File: config.mk
export PLATFORM = sky130hd
export DESIGN_NAME = output_gen_demux_flat
export DESIGN_NICKNAME = d
export VERILOG_FILES = /design/src/rtl/output_gen_demux_if.sv /design/src/rtl/output_gen_demux.sv /design/src/flat_wrapper.sv
export SDC_FILE = /design/constraint.sdc
export NUM_CORES = 1
export LEC_CHECK = 0
export BUFFER_PORTS_ARGS = -buffer_cell sky130_fd_sc_hd__buf_2
export CAP_MARGIN = 20
export CELL_PAD_IN_SITES_DETAIL_PLACEMENT = 1
export CELL_PAD_IN_SITES_GLOBAL_PLACEMENT = 2
export CORE_ASPECT_RATIO = 1.25
export CORE_MARGIN = 2
export CORE_UTILIZATION = 29
export CTS_CLUSTER_SIZE = 12
export DETAILED_ROUTE_END_ITERATION = 7
export PLACE_DENSITY = 0.87
export RECOVER_POWER = 100
export SLEW_MARGIN = 20
export SYNTH_ARGS = -nofsm -noshare
export SYNTH_HDL_FRONTEND = slang
export SYNTH_SLANG_ARGS = --single-unit
File: constraint.sdc
create_clock -name clk_i -period 2.1 [get_ports clk_i]
set_clock_uncertainty 0.2 [all_clocks]
set_input_delay 0.105 -clock clk_i [delete_from_list [all_inputs] [get_ports clk_i]]
set_output_delay 0.105 -clock clk_i [all_outputs]
set_load 0.05 [all_outputs]
File: src/rtl/output_gen_demux_if.sv
// Handshake/bus bundle for the output generator demux: event inputs,
// configuration and the demultiplexed waveform outputs.
interface output_gen_demux_if #(
  parameter int unsigned PW_WIDTH = 8
) ();

  logic                enable_i;
  logic                match_i;
  logic                overflow_i;
  logic [1:0]          out_mode_i;
  logic [PW_WIDTH-1:0] pulse_width_i;
  logic [3:0]          output_sel_i;
  logic [15:1]         output_o;
  logic                sw_out_o;
  logic                busy_o;

  // Driver side (stimulus / surrounding timer logic)
  modport master (
    output enable_i, match_i, overflow_i, out_mode_i, pulse_width_i, output_sel_i,
    input  output_o, sw_out_o, busy_o
  );

  // Generator side
  modport slave (
    input  enable_i, match_i, overflow_i, out_mode_i, pulse_width_i, output_sel_i,
    output output_o, sw_out_o, busy_o
  );

endinterface

File: src/rtl/output_gen_demux.sv
// Timer output generator: turns compare-match / overflow events into a
// waveform (set, clear, toggle or fixed-width retriggerable pulse) and routes
// it to one of 16 registered destinations.
module output_gen_demux #(
  parameter int unsigned PW_WIDTH = 8
) (
  input  logic                 clk_i,
  input  logic                 rst_i,
  output_gen_demux_if.slave    bus
);

  typedef enum logic {StIdle, StPulse} state_e;

  state_e              state_q, state_d;
  logic                wave_q, wave_d;
  logic [PW_WIDTH-1:0] cnt_q, cnt_d;
  logic [PW_WIDTH-1:0] load_val;
  logic [15:1]         out_q, out_d;
  logic                sw_q, sw_d;

  // A zero width is stretched to a single-cycle pulse
  assign load_val = (bus.pulse_width_i == '0) ? PW_WIDTH'(1) : bus.pulse_width_i;

  // Next waveform level, pulse FSM and counter
  always_comb begin
    state_d = state_q;
    wave_d  = wave_q;
    cnt_d   = cnt_q;
    if (!bus.enable_i) begin
      state_d = StIdle;
      wave_d  = 1'b0;
      cnt_d   = '0;
    end else begin
      unique case (state_q)
        StIdle: begin
          unique case (bus.out_mode_i)
            2'b00: begin
              if (bus.match_i)         wave_d = 1'b1;
              else if (bus.overflow_i) wave_d = 1'b0;
            end
            2'b01: begin
              if (bus.match_i)         wave_d = 1'b0;
              else if (bus.overflow_i) wave_d = 1'b1;
            end
            2'b10: begin
              if (bus.match_i) wave_d = ~wave_q;
            end
            default: begin
              if (bus.match_i) begin
                state_d = StPulse;
                wave_d  = 1'b1;
                cnt_d   = load_val;
              end
            end
          endcase
        end
        StPulse: begin
          // A pulse always runs to completion; only a pulse-mode match retriggers it
          if ((bus.out_mode_i == 2'b11) && bus.match_i) begin
            cnt_d = load_val;
          end else if (cnt_q == PW_WIDTH'(1)) begin
            state_d = StIdle;
            wave_d  = 1'b0;
            cnt_d   = '0;
          end else begin
            cnt_d = cnt_q - PW_WIDTH'(1);
          end
        end
        default: begin
          state_d = StIdle;
          wave_d  = 1'b0;
          cnt_d   = '0;
        end
      endcase
    end
  end

  // Demux of the next waveform level onto the selected destination only
  always_comb begin
    out_d = '0;
    sw_d  = 1'b0;
    if (bus.output_sel_i == 4'd0) sw_d = wave_d;
    else                          out_d[bus.output_sel_i] = wave_d;
  end

  // State and output registers
  always_ff @(posedge clk_i or posedge rst_i) begin
    if (rst_i) begin
      state_q <= StIdle;
      wave_q  <= 1'b0;
      cnt_q   <= '0;
      out_q   <= '0;
      sw_q    <= 1'b0;
    end else begin
      state_q <= state_d;
      wave_q  <= wave_d;
      cnt_q   <= cnt_d;
      out_q   <= out_d;
      sw_q    <= sw_d;
    end
  end

  assign bus.output_o = out_q;
  assign bus.sw_out_o = sw_q;
  assign bus.busy_o   = (state_q == StPulse);

endmodule

File: src/flat_wrapper.sv
// flat-port wrapper written by rule: the top's interface ports become plain ports
module output_gen_demux_flat 
#(
  parameter int unsigned PW_WIDTH = 8
)
  (clk_i, rst_i, bus_enable_i, bus_match_i, bus_overflow_i, bus_out_mode_i, bus_pulse_width_i, bus_output_sel_i, bus_output_o, bus_sw_out_o, bus_busy_o);
  output_gen_demux_if #(.PW_WIDTH(PW_WIDTH)) bus_i ();
  input  logic clk_i;
  input  logic rst_i;
  input wire logic [$bits(bus_i.enable_i)-1:0] bus_enable_i;
  input wire logic [$bits(bus_i.match_i)-1:0] bus_match_i;
  input wire logic [$bits(bus_i.overflow_i)-1:0] bus_overflow_i;
  input wire logic [$bits(bus_i.out_mode_i)-1:0] bus_out_mode_i;
  input wire logic [$bits(bus_i.pulse_width_i)-1:0] bus_pulse_width_i;
  input wire logic [$bits(bus_i.output_sel_i)-1:0] bus_output_sel_i;
  output wire logic [$bits(bus_i.output_o)-1:0] bus_output_o;
  output wire logic [$bits(bus_i.sw_out_o)-1:0] bus_sw_out_o;
  output wire logic [$bits(bus_i.busy_o)-1:0] bus_busy_o;
  assign bus_i.enable_i = bus_enable_i;
  assign bus_i.match_i = bus_match_i;
  assign bus_i.overflow_i = bus_overflow_i;
  assign bus_i.out_mode_i = bus_out_mode_i;
  assign bus_i.pulse_width_i = bus_pulse_width_i;
  assign bus_i.output_sel_i = bus_output_sel_i;
  assign bus_output_o = bus_i.output_o;
  assign bus_sw_out_o = bus_i.sw_out_o;
  assign bus_busy_o = bus_i.busy_o;
  output_gen_demux #(.PW_WIDTH(PW_WIDTH)) u_core (.clk_i(clk_i), .rst_i(rst_i), .bus(bus_i));
endmodule
==> Word-level counts from Yosys, hierarchy flattened <==
Index checks and enable logic that the tools add are counted.
{ "word_totals": {"reg_bits": 26, "inputBits": 19, "output_inout_bits": 17, "elab_cells": 52} }
{ "classes": {"addsub": 1, "mux": 28, "bitwise_logic": 3, "order_cmp": 2, "eq_ne": 6, "n_reduce_logical": 7} }
{ "ops": {"columns": ["cell", "count"], "rows": [
  ["$mux W8", 6],
  ["$mux W1", 16],
  ["$pmux W8 S2", 1],
  ["$and A15 B15 Y15", 1],
  ["$mux W15", 1],
  ["$eq A8 B1 Y1 const B", 1],
  ["$logic_not A8 Y1", 1],
  ["$sub A8 B1 Y8 const B", 1],
  ["$ne A3 B3 Y1 const B", 2],
  ["$lt A4 B5 Y1 const B", 1],
  ["$demux W1 S4", 1],
  ["$eq A2 B2 Y1 const B", 2],
  ["$ge A4 B1 Y1 const B", 1],
  ["$logic_not A4 Y1", 1],
  ["$pmux W1 S2", 2],
  ["$pmux W1 S3", 1],
  ["$reduce_or A3 Y1", 1],
  ["$eq A2 B1 Y1 const B", 1],
  ["$logic_and A1 B1 Y1", 2],
  ["$logic_not A2 Y1", 1],
  ["$not A1 Y1", 2],
  ["$reduce_and A2 Y1", 1]
]} }

==> Longest topological paths before layout <==
Gate-level depths: netlist of the first run.
{ "depth": {"ltp_word": 7, "ltp_mapped": 7, "mapped_depth_nobuf": 6} }

==> Worst setup path after synthesis of the first run <==
OpenSTA, ideal clock, no wires.
{ "synth_path": {"kind": "flip-flop to flip-flop", "from": "reg u_core.state_q, in the netlist u_core.bus.busy_o", "to": "reg u_core.cnt_q[4]", "setup_ns": 0.069, "period_less_slack_ns": 2.145, "path_stages_with_launch": 6, "t_required_ns": 1.831, "n_path_buf": 1, "setup_slack_ns": -0.045, "arrival_time_ns": 1.876, "path_cell_list": "dfrtp_1 -> buf_2 -> a21boi_2 -> o211ai_2 -> or3_2 -> nand3_1"} }
{ "synth_via": {"elab_chain_len": 3, "elab_cells_between_ends": 6, "classes_between": "2 x eq/ne; 2 x mux; 1 x bitwise; 1 x reduce/logical"} }
{ "synth_rtl": {"columns": ["element", "line", "text"], "rows": [
  ["start, declared", "output_gen_demux.sv:14", "state_e state_q, state_d;"],
  ["start signal, assigned", "output_gen_demux.sv:89", "state_q <= StIdle;"],
  ["start signal, assigned", "output_gen_demux.sv:95", "state_q <= state_d;"],
  ["$not A1 Y1", "output_gen_demux.sv:34", "unique case (state_q)"],
  ["$pmux W8 S2 or $ne A3 B3 Y1 (tied branches)", null, null],
  ["$mux W8 or $reduce_and A2 Y1 (tied branches)", null, null],
  ["end signal, assigned", "output_gen_demux.sv:97", "cnt_q <= cnt_d;"],
  ["end, declared", "output_gen_demux.sv:16", "logic [PW_WIDTH-1:0] cnt_q, cnt_d;"]
]} }
Parallel ways exist; a longest one is shown, timed or not.
A chain may end at the register's enable or synchronous reset.

==> Worst setup path after layout of the first run <==
{ "layout_path": {"from": "reg u_core.cnt_q[1]", "to": "reg u_core.cnt_q[5]"} }
{ "layout_via": {"elab_chain_len": 5, "elab_cells_between_ends": 6, "classes_between": "1 x add/sub; 1 x eq/ne; 4 x mux"} }
{ "layout_rtl": {"columns": ["element", "line", "text"], "rows": [
  ["$sub A8 B1 Y8 or $eq A8 B1 Y1 (tied branches)", "output_gen_demux.sv:66, output_gen_demux.sv:61", null],
  ["$mux W8 (*)", "output_gen_demux.sv:61", "end else if (cnt_q == PW_WIDTH'(1)) begin"],
  ["$mux W8 (*)", "output_gen_demux.sv:59", "if ((bus.out_mode_i == 2'b11) && bus.match_i) begin"],
  ["$pmux W8 S2 (*)", "output_gen_demux.sv:34", null],
  ["$mux W8 (*)", "output_gen_demux.sv:29", "if (!bus.enable_i) begin"]
]} }
Every way passes the cells marked *; elsewhere a longest branch is shown, timed or not.

==> impl_metrics.csv, run 1 <==
group,metric,value,unit
power_and_ir_drop,pwr-share-clk,33.5,%
logic_synthesis,synth_area_leaders,"dfrtp_1, nor4_1, ha_1",
logic_synthesis,syn_area,0.00144,sq mm
floorplanning,row_count,28,
worst_setup_path,r2r_end,"u_core.cnt_q[5]",
cts,clock_sinks,26,
finish,final_util,41.0,%
sta,rsz0062_at_grt,"yes",
power_and_ir_drop,comb_power_share,23.5,%
power_and_ir_drop,p_total,1.25,mW
sta,finalWorstSetupSlack,0.0753,ns
placement,io_buffer_count,35,
detailed_routing,wl_per_cell,15.6,um
worst_setup_path,cp-startpoint,"u_core.cnt_q[1]",
worst_setup_path,path_cells,"inv_2 > ha_4 > or4b_4 > o211ai_4 > o21ai_2 > a221o_1",
detailed_routing,drc,0,
sta,whs,0.0128,ns
cts,cts_setup_buffers,0,
logic_synthesis,ys_seq_area_share,45.3,%
grt,grt.total_usage,15.7,%
grt,grt_pass1_vias,1408,
logic_synthesis,synth_flop_cell,"dfrtp_1",
cts,clk_latency,0.27,ns
finish,layout-drive-gt1-share,27.6,%
floorplanning,io_pins,36,
power_and_ir_drop,cellLeakagePower,0.845,nW
finish,nNetsFinal,226,
worst_setup_path,cp-start-kind,"register",
logic_synthesis,synth_fa_ha_area_share,6.09,%
detailed_routing,via_count,1338,
cts,clockBufferDepth,2,
logic_synthesis,synth_top_area_share,45.3,%
logic_synthesis,synth-compound-area-share,16.8,%
worst_hold_path,hold_path_end,"u_core.cnt_q[6]",
logic_synthesis,ys_warn_count,0,
grt,gr-total-overflow,0,
detailed_routing,first_pass_iters,4,
worst_setup_path,rr_startpoint,"u_core.cnt_q[1]",
power_and_ir_drop,sw_frac_of_total,28.0,%
detailed_routing,viasPerCell,5.17,
floorplanning,die_h,82.7,um
floorplanning,core_area,0.00476,sq mm
detailed_routing,wl,4040,um
cts,ctsHtreeMaxLevel,1,
worst_setup_path,worstPathRequired,2.07,ns
placement,gp_congestion,0.829,
worst_setup_path,cp.arrival,1.99,ns
floorplanning,start_util,30.2,%
power_and_ir_drop,power_density,640,mW/mm^2
sta,timing.slew.headroom,54.6,%
sta,drv_slew,0,
logic_synthesis,synth.distinct_cells,41,
sta,hold_viol_final,0,
placement,post-dp-hpwl,2930,um
logic_synthesis,synthSimpleGateAreaFrac,24.8,%
job,cap_violations,0,
worst_hold_path,worstHoldStart,"bus_pulse_width_i[6]",
floorplanning,chipWidth,67.0,um
run_status,status,"completed",
power_and_ir_drop,p_int,0.901,mW
finish,syn_to_final_growth,36.0,%
grt,grt_pass1_wl,6510,um
logic_synthesis,synth_top_area_cell,"dfrtp_1",
worst_setup_path,slowest_stage,"or4b_4",
worst_setup_path,critPathMaxFanout,4,
cts,cts_tree,"done",
cts,path_clk_slew,0.09,ns
logic_synthesis,synth_most_common_cell,"dfrtp_1",
finish,diodes,0,
power_and_ir_drop,ir_worst_vdd,0.333,mV
logic_synthesis,synth_top_family_by_area,"simple AND/OR/NAND/NOR gates",
logic_synthesis,muxShareOfSynthArea,2.09,%
placement,dp_cells,246,
sta,period_minus_slack,2.02,ns
sta,setup_viol,0,
grt,antenna_found_initial,0,
logic_synthesis,synthArstFlopShare,100,%
logic_synthesis,syn_avg_cell_area,9.91,sq um
sta,worst_slew_pin_slew,0.681,ns
logic_synthesis,synth_edf_count,0,
sta,fmax,494,MHz
worst_setup_path,worstSetupPathType,"register to register",
worst_setup_path,crit_path_max_incr_delay,0.50,ns
detailed_routing,ant_nets,0,
logic_synthesis,synth_commonest_cells,"dfrtp_1, nor4_1, nand2_1",
logic_synthesis,syn-num-nets,171,
power_and_ir_drop,seq_power_share,43.0,%
worst_setup_path,rrSetupSlack,0.08,ns
worst_setup_path,critPathCaptureType,"register",
power_and_ir_drop,switching_power,0.350,mW
grt,grt_max_degree,27,
worst_setup_path,rr_worst_depth,6,
worst_hold_path,hold_path_class,"input port to register",
placement,dp_slack,-0.0153,ns
logic_synthesis,synth_seq_cells,26,
detailed_routing,first_iter_violations,50,
logic_synthesis,synth_xor_area_share,0.609,%
sta,fin_crit_sh,96.4,%
cts,cts-root-buf,"clkbuf_8",
logic_synthesis,syn_inst,145,
finish,final_cells,259,
cts,cts_made_buffers,3,
floorplanning,dieArea,0.00554,sq mm
worst_hold_path,holdPathStages,3,
==> power by group through the flow <==
stage               registers [mW]  clock network, mW  logic, mW
floorplan                    0.557                  0      0.154
global placement             0.544                  0      0.264
detailed placement           0.545                  0      0.271
CTS                          0.536              0.432      0.286
global route                 0.540              0.450      0.326
finish                       0.538              0.419      0.294
==> critical path, delay by kind of cell (launching register included) <==
family	cells	cell delay, ns
AND/OR/NAND/NOR	1	0.50
buffers and inverters	1	0.09
flip-flops	1	0.40
adder cells (fa/ha/maj)	1	0.13
AO/OA/AOI/OAI	3	0.60
==> registers in the layout, indices dropped and copies added (netlist names) <==
signal               count
u_core.bus.sw_out_o      1
u_core.wave_q            1
u_core.cnt_q             8
u_core.bus.output_o     15
u_core.bus.busy_o        1
==> cells by family (layout without fill, tap and decap cells) <==
kind of cell	count (synthesis)	count (layout)
simple gates	62	62
fa+ha+maj	7	7
mux	3	3
buf+inv	14	68
xor+xnor	1	1
flops	26	26
compound gates	32	32
==> through the flow <==
| step | cell area [sq um] | TNS, ns |
|---|---|---|
| 6_report | 1960 | 0 |
| 3_3_place_gp | 1770 | 0 |
| 3_5_place_dp | 1770 | -0.0153 |
| 4_1_cts | 1940 | 0 |
| 5_1_grt | 1960 | -0.00857 |
| 2_1_floorplan | 1440 | 0 |
==> placed cells by master (no fill, tap or decap), types with 2 or more instances in the layout <==
cell type	n
nand2b_1	5
nor3b_1	2
mux2i_1	3
nor3_1	5
a21oi_1	7
o21ai_0	6
inv_1	5
clkbuf_1	18
or4_1	3
dfrtp_1	24
nand2_1	10
ha_1	6
dlygate4sd3_1	9
dfrtp_2	2
nor2_1	7
nand3b_1	3
nand4_1	2
nand3_1	2
clkbuf_8	3
a32oi_1	2
or3b_2	2
a21boi_0	2
buf_4	11
nor4_1	15
buf_2	18
==> worst max-delay path by stage <==
stage / to / slack (ns)
after detailed placement: u_core.cnt_q[5] / -0.02
final: u_core.cnt_q[5] / 0.08
after global routing: u_core.cnt_q[5] / -0.009
after floorplan: u_core.bus.output_o[5] / 0.04
after global placement: u_core.cnt_q[5] / 0.03
after CTS: u_core.cnt_q[5] / 0.02
==> routing by layer <==
layer	track usage, %	routed length [um]
met4	3.06	30
met5	0	0
met3	2.44	120
met1	18.6	1750
met2	29.7	2130
==> what timing repair did <==
action	in CTS	in global routing
hold buffers	9	0
resized for setup	1	10
endpoints found under the hold margin	45	0
setup endpoints to repair	2	5
pin swaps	0	3
==> layout make-up <==
type	count	area (sq um)
Clock buffer	3	41.3
Tap cell	60	75.1
Clock inverter	1	30.0
Fill cell	580	2810
Timing Repair Buffer	58	355
Multi-Input combinational cell	105	778
Sequential cell	26	653
Inverter	6	22.5
(Power assumes the default switching activity.)
==> inputs of run 2 (changes only) <==
Settings changed: CORE_MARGIN 2 to 3, PLACE_DENSITY 0.87 to default, PLACE_DENSITY_LB_ADDON from default to 0.1.
==> run 2 against run 1 <==
- cell count grew 0.77%
- register-to-register slack got worse by 0.03 ns
- fmax down 1.4%
- first-iteration DRC count increased by 40%
- critical path depth is the same
- utilization shrank 0.37 points
- clock power is 1% higher
- critical path type unchanged
- highest routed layer unchanged
==> impl_metrics.csv, run 2 (synthesized netlist as in run 1, its figures left out) <==
group,metric,value,unit
finish,nNetsFinal,228,
finish,final_util,40.7,%
power_and_ir_drop,cellLeakagePower,0.850,nW
sta,hold_viol_final,0,
sta,fmax,487,MHz
worst_hold_path,worstHoldStart,"bus_pulse_width_i[1]",
detailed_routing,via_count,1355,
detailed_routing,wl,4250,um
detailed_routing,viasPerCell,5.19,
grt,use_met2,31.4,%
finish,register_area,652,sq um
floorplanning,die_h,84.7,um
grt,grt.total_usage,16.3,%
finish,final_cell_mix,"dfrtp_1, buf_2, clkbuf_1",
cts,cts_made_buffers,3,
sta,fin_crit_sh,97.8,%
cts,cts_tree,"done",
grt,met3_usage,2.68,%
grt,use_met1,17.0,%
grt,grt_pass1_vias,1553,
worst_setup_path,critPathMaxFanout,6,
worst_setup_path,rr_startpoint,"u_core.cnt_q[1]",
detailed_routing,ant_nets,0,
finish,largest_register_ffs,15,
cts,ctsHtreeMaxLevel,1,
finish,layout-drive-gt1-share,26.4,%
sta,whs,0.0116,ns
cts,clockBufferDepth,2,
floorplanning,start_util,30.2,%
finish,multi_input_area,752,sq um
sta,drv_slew,0,
cts,cts-root-buf,"clkbuf_8",
grt,gr-total-overflow,0,
worst_setup_path,rrSetupSlack,0.05,ns
grt,grt_max_degree,18,
power_and_ir_drop,ir_worst_vdd,0.307,mV
placement,io_buffer_count,35,
grt,grt_pass1_wl,7260,um
worst_hold_path,hold_path_class,"input port to register",
cts,path_clk_slew,0.10,ns
worst_setup_path,critPathCaptureType,"register",
placement,dp_cells,248,
worst_setup_path,worstPathRequired,2.07,ns
cts,clk_latency,0.27,ns
grt,gr-max-usage-layer,"met2",
floorplanning,dieArea,0.00584,sq mm
grt,antenna_found_initial,0,
worst_setup_path,rr_worst_depth,6,
worst_setup_path,cp-start-kind,"register",
cts,clock_sinks,26,
worst_setup_path,cp.arrival,2.02,ns
floorplanning,core_area,0.00476,sq mm
floorplanning,io_pins,36,
job,cap_violations,0,
sta,timing.slew.headroom,33.3,%
floorplanning,row_count,28,
worst_setup_path,worstSetupPathType,"register to register",
sta,setup_viol,0,
finish,final_common_cell,"dfrtp_1",
placement,post-dp-hpwl,3230,um
detailed_routing,wl_per_cell,16.3,um
finish,fillerInstances,574,
sta,period_minus_slack,2.05,ns
detailed_routing,drc,0,
floorplanning,chipWidth,69.0,um
sta,rsz0062_at_grt,"yes",
detailed_routing,first_iter_violations,70,
worst_hold_path,holdPathStages,3,
finish,final_cells,261,
finish,syn_to_final_growth,34.8,%
run_status,status,"completed",
power_and_ir_drop,power_density,645,mW/mm^2
worst_setup_path,r2r_end,"u_core.bus.output_o[14]",
finish,diodes,0,
sta,worst_slew_pin_slew,1.00,ns
detailed_routing,first_pass_iters,4,
placement,gp_congestion,0.785,
worst_hold_path,hold_path_end,"u_core.cnt_q[1]",
## run 2: how the worst max path moves through the flow
stage | startpoint | to | depth (start not counted)
after floorplan | u_core.cnt_q[1] | u_core.bus.output_o[5] | 6
after global placement | u_core.cnt_q[1] | u_core.cnt_q[5] | 6
after detailed placement | u_core.cnt_q[1] | u_core.cnt_q[5] | 6
after CTS | u_core.cnt_q[1] | u_core.cnt_q[5] | 6
after global routing | u_core.cnt_q[0] | u_core.cnt_q[7] | 5
final | u_core.cnt_q[1] | u_core.bus.output_o[14] | 6
## run 2: critical path: stages, from the launching register on
cell	delay (ns)
dfrtp_1	0.41
inv_2	0.06
ha_2	0.16
or4b_4	0.50
o31ai_4	0.35
or4_1	0.21
nor2_1	0.05
## run 2: metrics by stage
stage          cell area (sq um)  setup WS, ns  power [mW]  TNS [ns]
3_5_place_dp                1780       -0.0427       0.818   -0.0647
3_3_place_gp                1780        0.0345       0.812         0
6_report                    1940        0.0464        1.25         0
4_1_cts                     1940       0.00284        1.26         0
2_1_floorplan               1440        0.0368       0.711         0
5_1_grt                     1940       -0.0337        1.32    -0.128
## run 2: final cells by class
type	instances	area share, %
inverters	6	1.16
repair buffers	60	18.9
well taps	60	3.87
clock inverters	1	1.55
multi-input cells	105	38.8
flip-flops and latches	26	33.6
clock buffers	3	2.13
## run 2: report_power, final
part           switching (mW)  internal, mW  leakage (nW)
combinational           0.169         0.124         0.458
sequential             0.0148         0.518         0.356
clock                   0.168         0.255        0.0357
## run 2: per-layer routing
layer	routed length, um	up-vias
li1	-	653
met1	1600	668
met2	2430	24
met3	108	10
met4	106	0
met5	0	-
## run 2: timing repair
item	in CTS	in global routing
resized for setup	1	6
hold endpoints to repair	23	0
hold buffers	8	0
pin swaps	1	1
setup buffers	1	0
endpoints found under the setup margin	16	17
==> inputs of run 3 (changes only) <==
--- a/config.mk
+++ b/config.mk
@@ -11,5 +11,4 @@
 export CELL_PAD_IN_SITES_GLOBAL_PLACEMENT = 2
 export CORE_ASPECT_RATIO = 1.25
-export CORE_MARGIN = 3
 export CORE_UTILIZATION = 29
 export CTS_CLUSTER_SIZE = 12
==> constraint.sdc (replaced) <==
create_clock -name clk_i -period 2.1 [get_ports clk_i]
set_clock_uncertainty 0.2 [all_clocks]
set_input_delay 0.21 -clock clk_i [delete_from_list [all_inputs] [get_ports clk_i]]
set_output_delay 0.21 -clock clk_i [all_outputs]
set_load 0.05 [all_outputs]
==> run 3 against run 2 <==
- flip-flop and latch count is the same
- critical path depth stayed put
- die area shrank 10%
- sequential share of layout area is 0.28 points higher
- largest power group unchanged
==> impl_metrics.csv, run 3 (synthesized netlist as in run 1, its figures left out) <==
group,metric,value,unit
run_status,status,"completed",
sta,setup_viol,0,
power_and_ir_drop,cellLeakagePower,0.850,nW
worst_setup_path,worstPathRequired,2.06,ns
detailed_routing,via_count,1324,
worst_hold_path,hold_path_class,"input port to register",
placement,gp_congestion,0.832,
power_and_ir_drop,p_total,1.25,mW
worst_setup_path,cp.arrival,2.05,ns
finish,diodes,0,
finish,multi_input_area,759,sq um
cts,cts_made_buffers,3,
grt,grt_pass1_wl,6750,um
detailed_routing,wl,4180,um
grt,grt_pass1_vias,1446,
sta,drv_slew,0,
finish,final_cell_mix,"dfrtp_1, buf_2, clkbuf_1",
worst_hold_path,hold_path_end,"u_core.bus.output_o[9]",
cts,ctsHtreeMaxLevel,1,
cts,path_clk_slew,0.09,ns
worst_setup_path,rr_worst_depth,6,
detailed_routing,first_iter_violations,49,
worst_setup_path,worstSetupPathType,"register to register",
floorplanning,dieArea,0.00524,sq mm
grt,grt.total_usage,17.2,%
finish,layout-drive-gt1-share,28.5,%
sta,tns,0,ns
worst_setup_path,rr_startpoint,"u_core.cnt_q[1]",
finish,nNetsFinal,227,
floorplanning,chipWidth,65.0,um
detailed_routing,ant_nets,0,
cts,cts-root-buf,"clkbuf_8",
sta,period_minus_slack,2.08,ns
sta,hold_viol_final,0,
worst_setup_path,cp-start-kind,"register",
power_and_ir_drop,ir_worst_vdd,0.286,mV
finish,syn_to_final_growth,33.7,%
cts,clk_latency,0.27,ns
floorplanning,start_util,30.2,%
grt,antenna_found_initial,0,
finish,largest_register_ffs,15,
grt,grt_max_degree,18,
sta,finalWorstSetupSlack,0.0155,ns
grt,gr-total-overflow,0,
detailed_routing,viasPerCell,5.09,
worst_setup_path,r2r_end,"u_core.cnt_q[5]",
detailed_routing,first_pass_iters,4,
worst_hold_path,worstHoldStart,"bus_output_sel_i[0]",
detailed_routing,wl_per_cell,16.1,um
placement,dp_cells,251,
placement,post_dp_cell_area,0.00180,sq mm
placement,io_buffer_count,35,
sta,worst_slew_pin_slew,0.607,ns
floorplanning,row_count,28,
worst_hold_path,holdPathStages,3,
finish,fillerInstances,590,
floorplanning,core_area,0.00476,sq mm
cts,cts_tree,"done",
job,cap_violations,0,
finish,fin_area,0.00192,sq mm
finish,register_area,652,sq um
worst_setup_path,critPathCaptureType,"register",
finish,final_common_cell,"dfrtp_1",
sta,fin_crit_sh,99.3,%
power_and_ir_drop,power_density,649,mW/mm^2
placement,post-dp-hpwl,3180,um
floorplanning,io_pins,36,
finish,final_cells,260,
floorplanning,die_h,80.7,um
placement,dp_slack,-0.0234,ns
cts,clock_sinks,26,
sta,timing.slew.headroom,59.7,%
sta,whs,0.0521,ns
sta,fmax,480,MHz
detailed_routing,drc,0,
worst_setup_path,rrSetupSlack,0.02,ns
finish,final_util,40.3,%
sta,rsz0062_at_grt,"yes",
cts,clockBufferDepth,2,
worst_setup_path,critPathMaxFanout,4,
run 3: worst max path at each step:
stage                     cells after the start                endpoint             from  slack, ns
final                                         6         u_core.cnt_q[5]  u_core.cnt_q[1]       0.02
after CTS                                     6         u_core.cnt_q[5]  u_core.cnt_q[1]       0.01
after detailed placement                      6         u_core.cnt_q[5]  u_core.cnt_q[1]      -0.02
after global routing                          5         u_core.cnt_q[7]  u_core.cnt_q[0]      -0.06
after floorplan                               6  u_core.bus.output_o[5]  u_core.cnt_q[1]       0.04
after global placement                        6         u_core.cnt_q[5]  u_core.cnt_q[1]       0.03
run 3: report_power, final:
| group | internal, mW | leakage, nW | switching [mW] |
|---|---|---|---|
| combinational | 0.122 | 0.458 | 0.170 |
| sequential | 0.518 | 0.356 | 0.0140 |
| clock | 0.255 | 0.0357 | 0.168 |
run 3: final cells by class:
class                      instances  share of cell area [%]
clock buffer                       3                    2.15
clock inverter                     1                    1.56
inverter                           6                    1.17
multi-input combinational        105                    39.5
sequential                        26                    33.9
tap                               60                    3.91
timing repair buffer              59                    17.8
run 3: repair_timing:
item	4_1_cts	5_1_grt
endpoints found under the setup margin	2	7
pin swaps	1	1
hold buffers	4	0
resized for setup	1	6
buffers inserted	1	0
hold endpoints to repair	13	0
run 3: routing by layer:
layer,vias to the layer above,track usage [%],share of wire (%)
met4,0,8.67,2.7
met5,-,0,0
met3,10,2.56,2.8
met2,33,33.1,56
met1,629,17.5,39
li1,652,-,-
run 3: critical path, cell delays in order (launching register included):
cell and delay [ns]:
dfrtp_1 0.38, inv_1 0.08, ha_1 0.16, or4b_4 0.51
o211ai_4 0.24, o21ai_1 0.11, a221o_1 0.29
